### src/rtl/pkt_inject_arbiter.sv
// Round-robin arbiter that lets NUM_REQ PE packetizers share a single router
// injection port. An accepted packet lands in a one-entry output register;
// a new packet can be accepted in the same cycle the held one drains, so a
// steady stream runs at one packet per cycle.
//
// Optional feature: define PKT_ARB_STATS_EN to add a 16-bit wrapping counter
// of output transfers (pkt_count).
module pkt_inject_arbiter #(
    parameter int NUM_REQ      = 4,
    parameter int PACKET_WIDTH = 33,
    parameter int ADDR_WIDTH   = 4,
    localparam int SrcW        = (NUM_REQ > 1) ? $clog2(NUM_REQ) : 1
) (
    input  logic                            clk,
    input  logic                            reset,
    input  logic [NUM_REQ-1:0]              req_valid,
    input  logic [NUM_REQ*PACKET_WIDTH-1:0] req_packet,
    output logic [NUM_REQ-1:0]              req_ready,
    output logic                            out_valid,
    output logic [PACKET_WIDTH-1:0]         out_packet,
    input  logic                            out_ready,
    output logic [SrcW-1:0]                 out_src_id
`ifdef PKT_ARB_STATS_EN
    ,
    output logic [15:0]                     pkt_count
`endif
);

    // Header = spare bit + dest + src; the arbiter forwards it untouched.
    localparam int HdrW = 1 + 2 * ADDR_WIDTH;

    typedef enum logic {
        StEmpty,
        StFull
    } state_e;

    state_e                  state_q, state_d;
    logic [SrcW-1:0]         last_grant_q;
    logic [PACKET_WIDTH-1:0] out_packet_q;
    logic [SrcW-1:0]         out_src_id_q;

    logic                    grant_found;
    logic [SrcW-1:0]         grant_idx;
    int                      cand;
    logic [SrcW-1:0]         cand_idx;
    logic                    slot_free;
    logic                    accept;
    logic [PACKET_WIDTH-1:0] grant_packet;

    // Round-robin search starting just after the last accepted requester.
    always_comb begin
        grant_found = 1'b0;
        grant_idx   = '0;
        cand        = 0;
        cand_idx    = '0;
        for (int k = 0; k < NUM_REQ; k++) begin
            cand     = (int'(last_grant_q) + 1 + k) % NUM_REQ;
            cand_idx = SrcW'(cand);
            if (!grant_found && req_valid[cand_idx]) begin
                grant_found = 1'b1;
                grant_idx   = cand_idx;
            end
        end
    end

    assign slot_free    = (state_q == StEmpty) || out_ready;
    assign grant_packet = req_packet[grant_idx*PACKET_WIDTH +: PACKET_WIDTH];

    // Ready goes only to the winner, and never while reset is held.
    always_comb begin
        req_ready = '0;
        if (!reset && slot_free && grant_found) begin
            req_ready[grant_idx] = 1'b1;
        end
    end

    assign accept = |req_ready;

    // Next-state logic of the one-entry output slot.
    always_comb begin
        state_d = state_q;
        unique case (state_q)
            StEmpty: begin
                if (accept) begin
                    state_d = StFull;
                end
            end
            StFull: begin
                if (out_ready && !accept) begin
                    state_d = StEmpty;
                end
            end
            default: state_d = StEmpty;
        endcase
    end

    // Slot state register; reset discards any held packet.
    always_ff @(posedge clk or posedge reset) begin
        if (reset) begin
            state_q <= StEmpty;
        end else begin
            state_q <= state_d;
        end
    end

    // Pointer moves only on an actual handshake, so a requester that drops
    // valid before being accepted does not consume a turn.
    always_ff @(posedge clk or posedge reset) begin
        if (reset) begin
            last_grant_q <= SrcW'(NUM_REQ - 1);
        end else if (accept) begin
            last_grant_q <= grant_idx;
        end
    end

    // Output payload register; held stable whenever nothing is accepted.
    always_ff @(posedge clk or posedge reset) begin
        if (reset) begin
            out_packet_q <= '0;
            out_src_id_q <= '0;
        end else if (accept) begin
            out_packet_q <= grant_packet;
            out_src_id_q <= grant_idx;
        end
    end

    assign out_valid  = (state_q == StFull);
    assign out_packet = out_packet_q;
    assign out_src_id = out_src_id_q;

    logic [HdrW-1:0] unused_hdr;
    assign unused_hdr = out_packet_q[PACKET_WIDTH-1 -: HdrW];

`ifdef PKT_ARB_STATS_EN
    logic [15:0] pkt_count_q;

    // Count output transfers; wraps naturally at 16 bits.
    always_ff @(posedge clk or posedge reset) begin
        if (reset) begin
            pkt_count_q <= '0;
        end else if (out_valid && out_ready) begin
            pkt_count_q <= pkt_count_q + 16'd1;
        end
    end

    assign pkt_count = pkt_count_q;
`endif

endmodule
### config.mk
export PLATFORM = sky130hd
export DESIGN_NAME = pkt_inject_arbiter
export DESIGN_NICKNAME = d
export VERILOG_FILES = /design/src/rtl/pkt_inject_arbiter.sv
export SDC_FILE = /design/constraint.sdc
export NUM_CORES = 1
export LEC_CHECK = 0
export ABC_AREA = 0
export BUFFER_PORTS_ARGS = -buffer_cell sky130_fd_sc_hd__buf_2
export CAP_MARGIN = 20
export CORE_MARGIN = 10
export CORE_UTILIZATION = 41
export DETAILED_ROUTE_END_ITERATION = 10
export PLACE_DENSITY = 0.89
export SLEW_MARGIN = 0
export SYNTH_ARGS = -nofsm -noshare
export SYNTH_HDL_FRONTEND = slang
export SYNTH_SLANG_ARGS = --single-unit
### constraint.sdc
create_clock -name clk -period 2.15 [get_ports clk]
set_input_delay 0.1075 -clock clk [delete_from_list [all_inputs] [get_ports clk]]
set_output_delay 0.1075 -clock clk [all_outputs]
set_load 0.05 [all_outputs]
* Yosys cells after proc, flatten, opt, wreduce, memory -nomap -nowiden
Index checks and enable logic that the tools add are counted.
Word-level totals: register bits after elaboration 38, logic and storage cells 53
Operators by class: add/sub/neg operators 4, $mul 1, order comparisons 6, shift-type cells 1, muxes and demuxes 22, bitwise gates (word level) 1, reduce and logical (&&, ||, !) cells 14
Operator list (count):
- indexed part select 132 x 9 -> 33 bit | 1
- less-than comparator 2 x 3 -> 1 bit, second input constant | 5
- two-way mux 1 bit | 11
- binary-select mux 1 bit (select 2 bit) | 4
- multiplier 2 x 6 -> 8 bit, second input constant | 1
- two-way mux 2 bit | 4
- logical AND 1 bit | 7
- adder 2 bit, second input constant | 3
- zero test 1 bit | 5
- two-way mux 4 bit | 1
- OR reduction 4 bit | 1
- adder 2 x 1 -> 2 bit, second input constant | 1
- demux 1 bit (select 2 bit) | 1
- greater-or-equal comparator 2 x 1 -> 1 bit, second input constant | 1
- case mux 1 bit (2 select lines) | 1
- logical OR 1 bit | 1
- inverter 1 bit | 1

* Logic depth before layout (Yosys ltp)
depth in word-level cells 23, gate-level depth with buffers 7

* Worst setup path after synthesis
OpenSTA, ideal clock, no wires.
path type input-to-output, start point input port reset, end point output port req_ready[2], arrival 1.982 ns, path slack 0.061 ns, stages on the path 5, path buffers 2, cells stage by stage inv_1 -> and3_4 -> buf_6 -> buf_6 -> and2_1
On the way: cells in the longest elaborated chain, start to end 4
RTL lines:
- from (decl) | line 15 | input logic reset,
- zero test 1 bit (no line)
- logical AND 1 bit (2 in a row) | line 72 | if (!reset && slot_free && grant_found) begin
- two-way mux 4 bit | line 72
- to (decl) | line 18 | output logic [NUM_REQ-1:0] req_ready,
Every way passes these cells.

* Worst setup path after layout
start point register last_grant_q[1], end point output port req_ready[0]
On the way: cells in the longest elaborated chain, start to end 18, elaborated cells on any way between the ends 33, classes of those cells add/sub: 4; order compare: 2; mux: 19; reduce/logical: 8
RTL lines:
- from (decl) | line 38 | logic [SrcW-1:0] last_grant_q;
- from (signal assigned) | line 110 | last_grant_q <= SrcW'(NUM_REQ - 1);
- from (signal assigned) | line 112 | last_grant_q <= grant_idx;
- adder 2 x 1 -> 2 bit * | line 57 | cand = (int'(last_grant_q) + 1 + k) % NUM_REQ;
- parallel branches: the longest is 16 deep, another holds less-than comparator 2 x 3 -> 1 bit
- two-way mux 4 bit * | line 72
Mark *: on every way between the ends. The select of a mux whose other input is x is not followed.

==> flow_summary_export.csv <==
group,metric,value,unit
run_status,status,"complete, no violations",
clocking,cts_resized,0,
placed_design,numPortBuffers,178,
timing,worst_slack,118.2,ps
logic_synthesis,synthDominantCellAreaShare,36.98,%
worst_setup_path,max_stage_delay,630,ps
timing,timing.setup.tns,0,ps
timing,fmaxAchievable,492.2,MHz
timing,final-hold-violation-count,0,
logic_synthesis,synthMostInstantiatedCell,"sky130_fd_sc_hd__nor2_1",
route,drc,0,
worst_setup_path,critPathCaptureType,"output port",
logic_synthesis,netlist.top_cell.by_area,"sky130_fd_sc_hd__dfrtp_1",
logic_synthesis,netlist_area_before_placement,2436,um^2
route,first_pass_iters,4,
power_and_ir_drop,power.leakage,1.609,nW
route,met2_wirelength,5.118,mm
logic_synthesis,synth_nets,418,
placed_design,dp_slack,395.7,ps
clocking,cts_inserted_buffers,5,
route,detailed_route_iter0_violations,181,
timing,final_max_slew_viol_count,0,
worst_setup_path,critPathTopFamily,"flip-flops",
logic_synthesis,post_synth_num_cell_types,34,
power_and_ir_drop,sw_pwr,1.591,mW
logic_synthesis,synth-seq-cells,38,
die,die_height,97.08,um
timing,grt_setup_unrepaired,"false",
timing,final_min_period_over_clock_period,94.50,%
clocking,cts_tree,"done",
clocking,htree_num_levels,2,
min_path,hold_depth,3,
global_route,maximum_number_of_pins_on_one_net_before_global_route_repair,39,
power_and_ir_drop,pwr-share-seq,29.3,%
die,floorplan_die_width,97.08,um
logic_synthesis,syn_inst,279,
logic_synthesis,synthesis.yosys.warnings,0,
worst_setup_path,critical_path.slowest_cell,"sky130_fd_sc_hd__dfstp_2",
global_route,initial_antenna_violation_count,0,
clocking,numClockSinks,38,
power_and_ir_drop,power.ir.vdd_worst,0.5059,mV
route,wirelength,9.990,mm
route,met3_length,980,um
logic_synthesis,synth_edf_count,0,
die,fp.coreArea,5851,um^2
timing,tightest_slew,502.6,ps
die,placement_rows,28,
placed_design,detailedPlacementHpwl,7.918,mm
worst_setup_path,crit_path_start_kind,"register",
global_route,grt_first_pass_wirelength,15.77,mm
clocking,cts-root-buf,"sky130_fd_sc_hd__clkbuf_8",
route,vias_after_detailed_routing,3021,
worst_setup_path,data_required_time_of_the_critical_path,2040,ps
logic_synthesis,sequential_share_of_the_synthesized_area,39.14,%
worst_setup_path,worstSetupPathType,"register to output port",
final_layout,antennaDiodeCount,0,
min_path,hold_path.class,"input port to register",
power_and_ir_drop,cell_internal_pwr,1.888,mW
global_route,global_route.overflow_total,0,
power_and_ir_drop,power.clock.fraction,21.4,%
worst_setup_path,crit_arrival,1920,ps
clocking,clkTransAtPathRegs,80,ps
die,initial_utilization,41.64,%
clocking,cts.path.max_buffers,2,
power_and_ir_drop,switching_share,45.74,%
route,avgRoutedWirePerCell,19.10,um
final_layout,postLayoutCellArea,3497,um^2
route,top_layer,"met4",
flow_run,maxCapViolations,0,
timing,final.setup_skew,10.70,ps
placed_design,place.gp.congestion,0.8945,
logic_synthesis,async_flop_share,100.0,%
worst_setup_path,crit_path_max_fanout,17,
route,route.antenna.remaining_nets,0,
final_layout,nets,586,
global_route,grt_util_all_layers,19.74,%
timing,hold_ws,58.29,ps
timing,worst_slew_margin_rel,66.49,%
timing,finalSetupViolations,0,
placed_design,dpl_cell_area,3344,um^2
worst_setup_path,worst_path_buf_inv,2,
route,drt-vias-per-instance,5.776,
worst_setup_path,critical_path_cell_by_cell,"o21ba_2 -> o221ai_2 -> buf_4 -> and2_4 -> buf_2",
die,floorplan.die_area,9425,um^2
final_layout,final_util,59.77,%
power_and_ir_drop,pwr_dens,994.9,nW/um^2
route,m1WireLength,3.803,mm
logic_synthesis,syn-mean-instance-area,8.731,um^2
worst_setup_path,crit_cells,5,
final_layout,synthToLayoutAreaGrowth,43.55,%
power_and_ir_drop,power_frac_comb,49.2,%
global_route,grt_pass1_vias,3176,
worst_setup_path,ff2ff_path_depth,5,
logic_synthesis,yosys-top-cells-area,"sky130_fd_sc_hd__dfrtp_1 (37%), sky130_fd_sc_hd__a221oi_1 (12%), sky130_fd_sc_hd__o211ai_1 (10%)",
final_layout,drive_above_1_share,47.99,%
die,io_pins,179,
logic_synthesis,ys_dominant_reg_cell,"sky130_fd_sc_hd__dfrtp_1",
timing,fin_crit,2032,ps
logic_synthesis,ys_top_cells_by_count,"sky130_fd_sc_hd__nor2_1 (38), sky130_fd_sc_hd__dfrtp_1 (36), sky130_fd_sc_hd__nand2_1 (35)",
clocking,clock_insertion_delay_worst_skew,290,ps
worst register-to-register path: stages (launching register included):
cell	delay [ps]
sky130_fd_sc_hd__dfstp_2	630
sky130_fd_sc_hd__a21oi_1	90
sky130_fd_sc_hd__o211a_1	220
sky130_fd_sc_hd__buf_4	200
sky130_fd_sc_hd__a221oi_1	310
sky130_fd_sc_hd__a31oi_1	150
area by class of cell:
type,count,area [um^2]
tap,75,93.84
timing repair buffer,193,1018
multi-input combinational,206,1277
clock inverter,2,60.06
sequential,38,953.4
clock buffer,6,82.58
inverter,3,11.26
fill,533,2354
flip-flops by register name, summed over array words and instances, names as in the netlist:
signal and cells:
out_packet 33, out_src_id 2, last_grant_q 2, out_valid 1
routing by layer:
metal  vias up  global-route usage (%)
met5         -                       0
met4         0                   3.973
met3        11                   6.188
met2       184                   34.67
met1      1418                   22.93
li1       1408                       -
timing repair:
action	in CTS	in global routing
hold buffers	1	0
buffers inserted	0	0
endpoints found under the hold margin	18	0
power groups by stage:
stage,Sequential [mW],Combinational [mW],Clock [mW]
2_1_floorplan,1.62,0.611,0
3_3_place_gp,1.02,1.68,0
3_5_place_dp,1.03,1.72,0
4_1_cts,1.02,1.72,0.765
5_1_grt,1.05,1.81,0.803
6_report,1.02,1.71,0.745
placed cells by master, fill, tap and decap left out, drive strengths merged, types with 2 or more instances in the layout:
master / instances
nor2: 38
buf: 192
nor3: 2
nand2b: 3
a21oi: 6
or2: 2
o21ai: 4
nand2: 35
inv: 2
bufinv: 2
clkbuf: 6
and2: 3
a31oi: 33
dfrtp: 36
o211ai: 33
a221oi: 33
dfstp: 2
through the flow:
stage	power (mW)	std cells
floorplan	2.235	279
global placement	2.695	514
detailed placement	2.751	514
CTS	3.508	523
global route	3.665	523
finish	3.479	523
cells by family (layout without fill, tap and decap cells):
group | count (synthesis) | count (layout) | synth area share (%)
flops | 38 | 38 | 39.14
mux | 1 | 1 | 0.4109
simple gates | 88 | 88 | 15.77
buf+inv | 35 | 204 | 8.680
compound gates | 117 | 117 | 36.00
worst paths after layout:
check	to	slack (ps)	from
min in group asynchronous	out_valid	530	reset
hold / removal	out_packet[6]	60	req_packet[39]
setup reg to reg	out_packet[31]	420	last_grant_q[1]
max in group asynchronous	last_grant_q[1]	1260	reset
hold reg to reg	out_src_id[0]	500	out_src_id[0]
setup / recovery	req_ready[0]	120	last_grant_q[1]
Note: power is estimated with default switching activity, not from simulation.
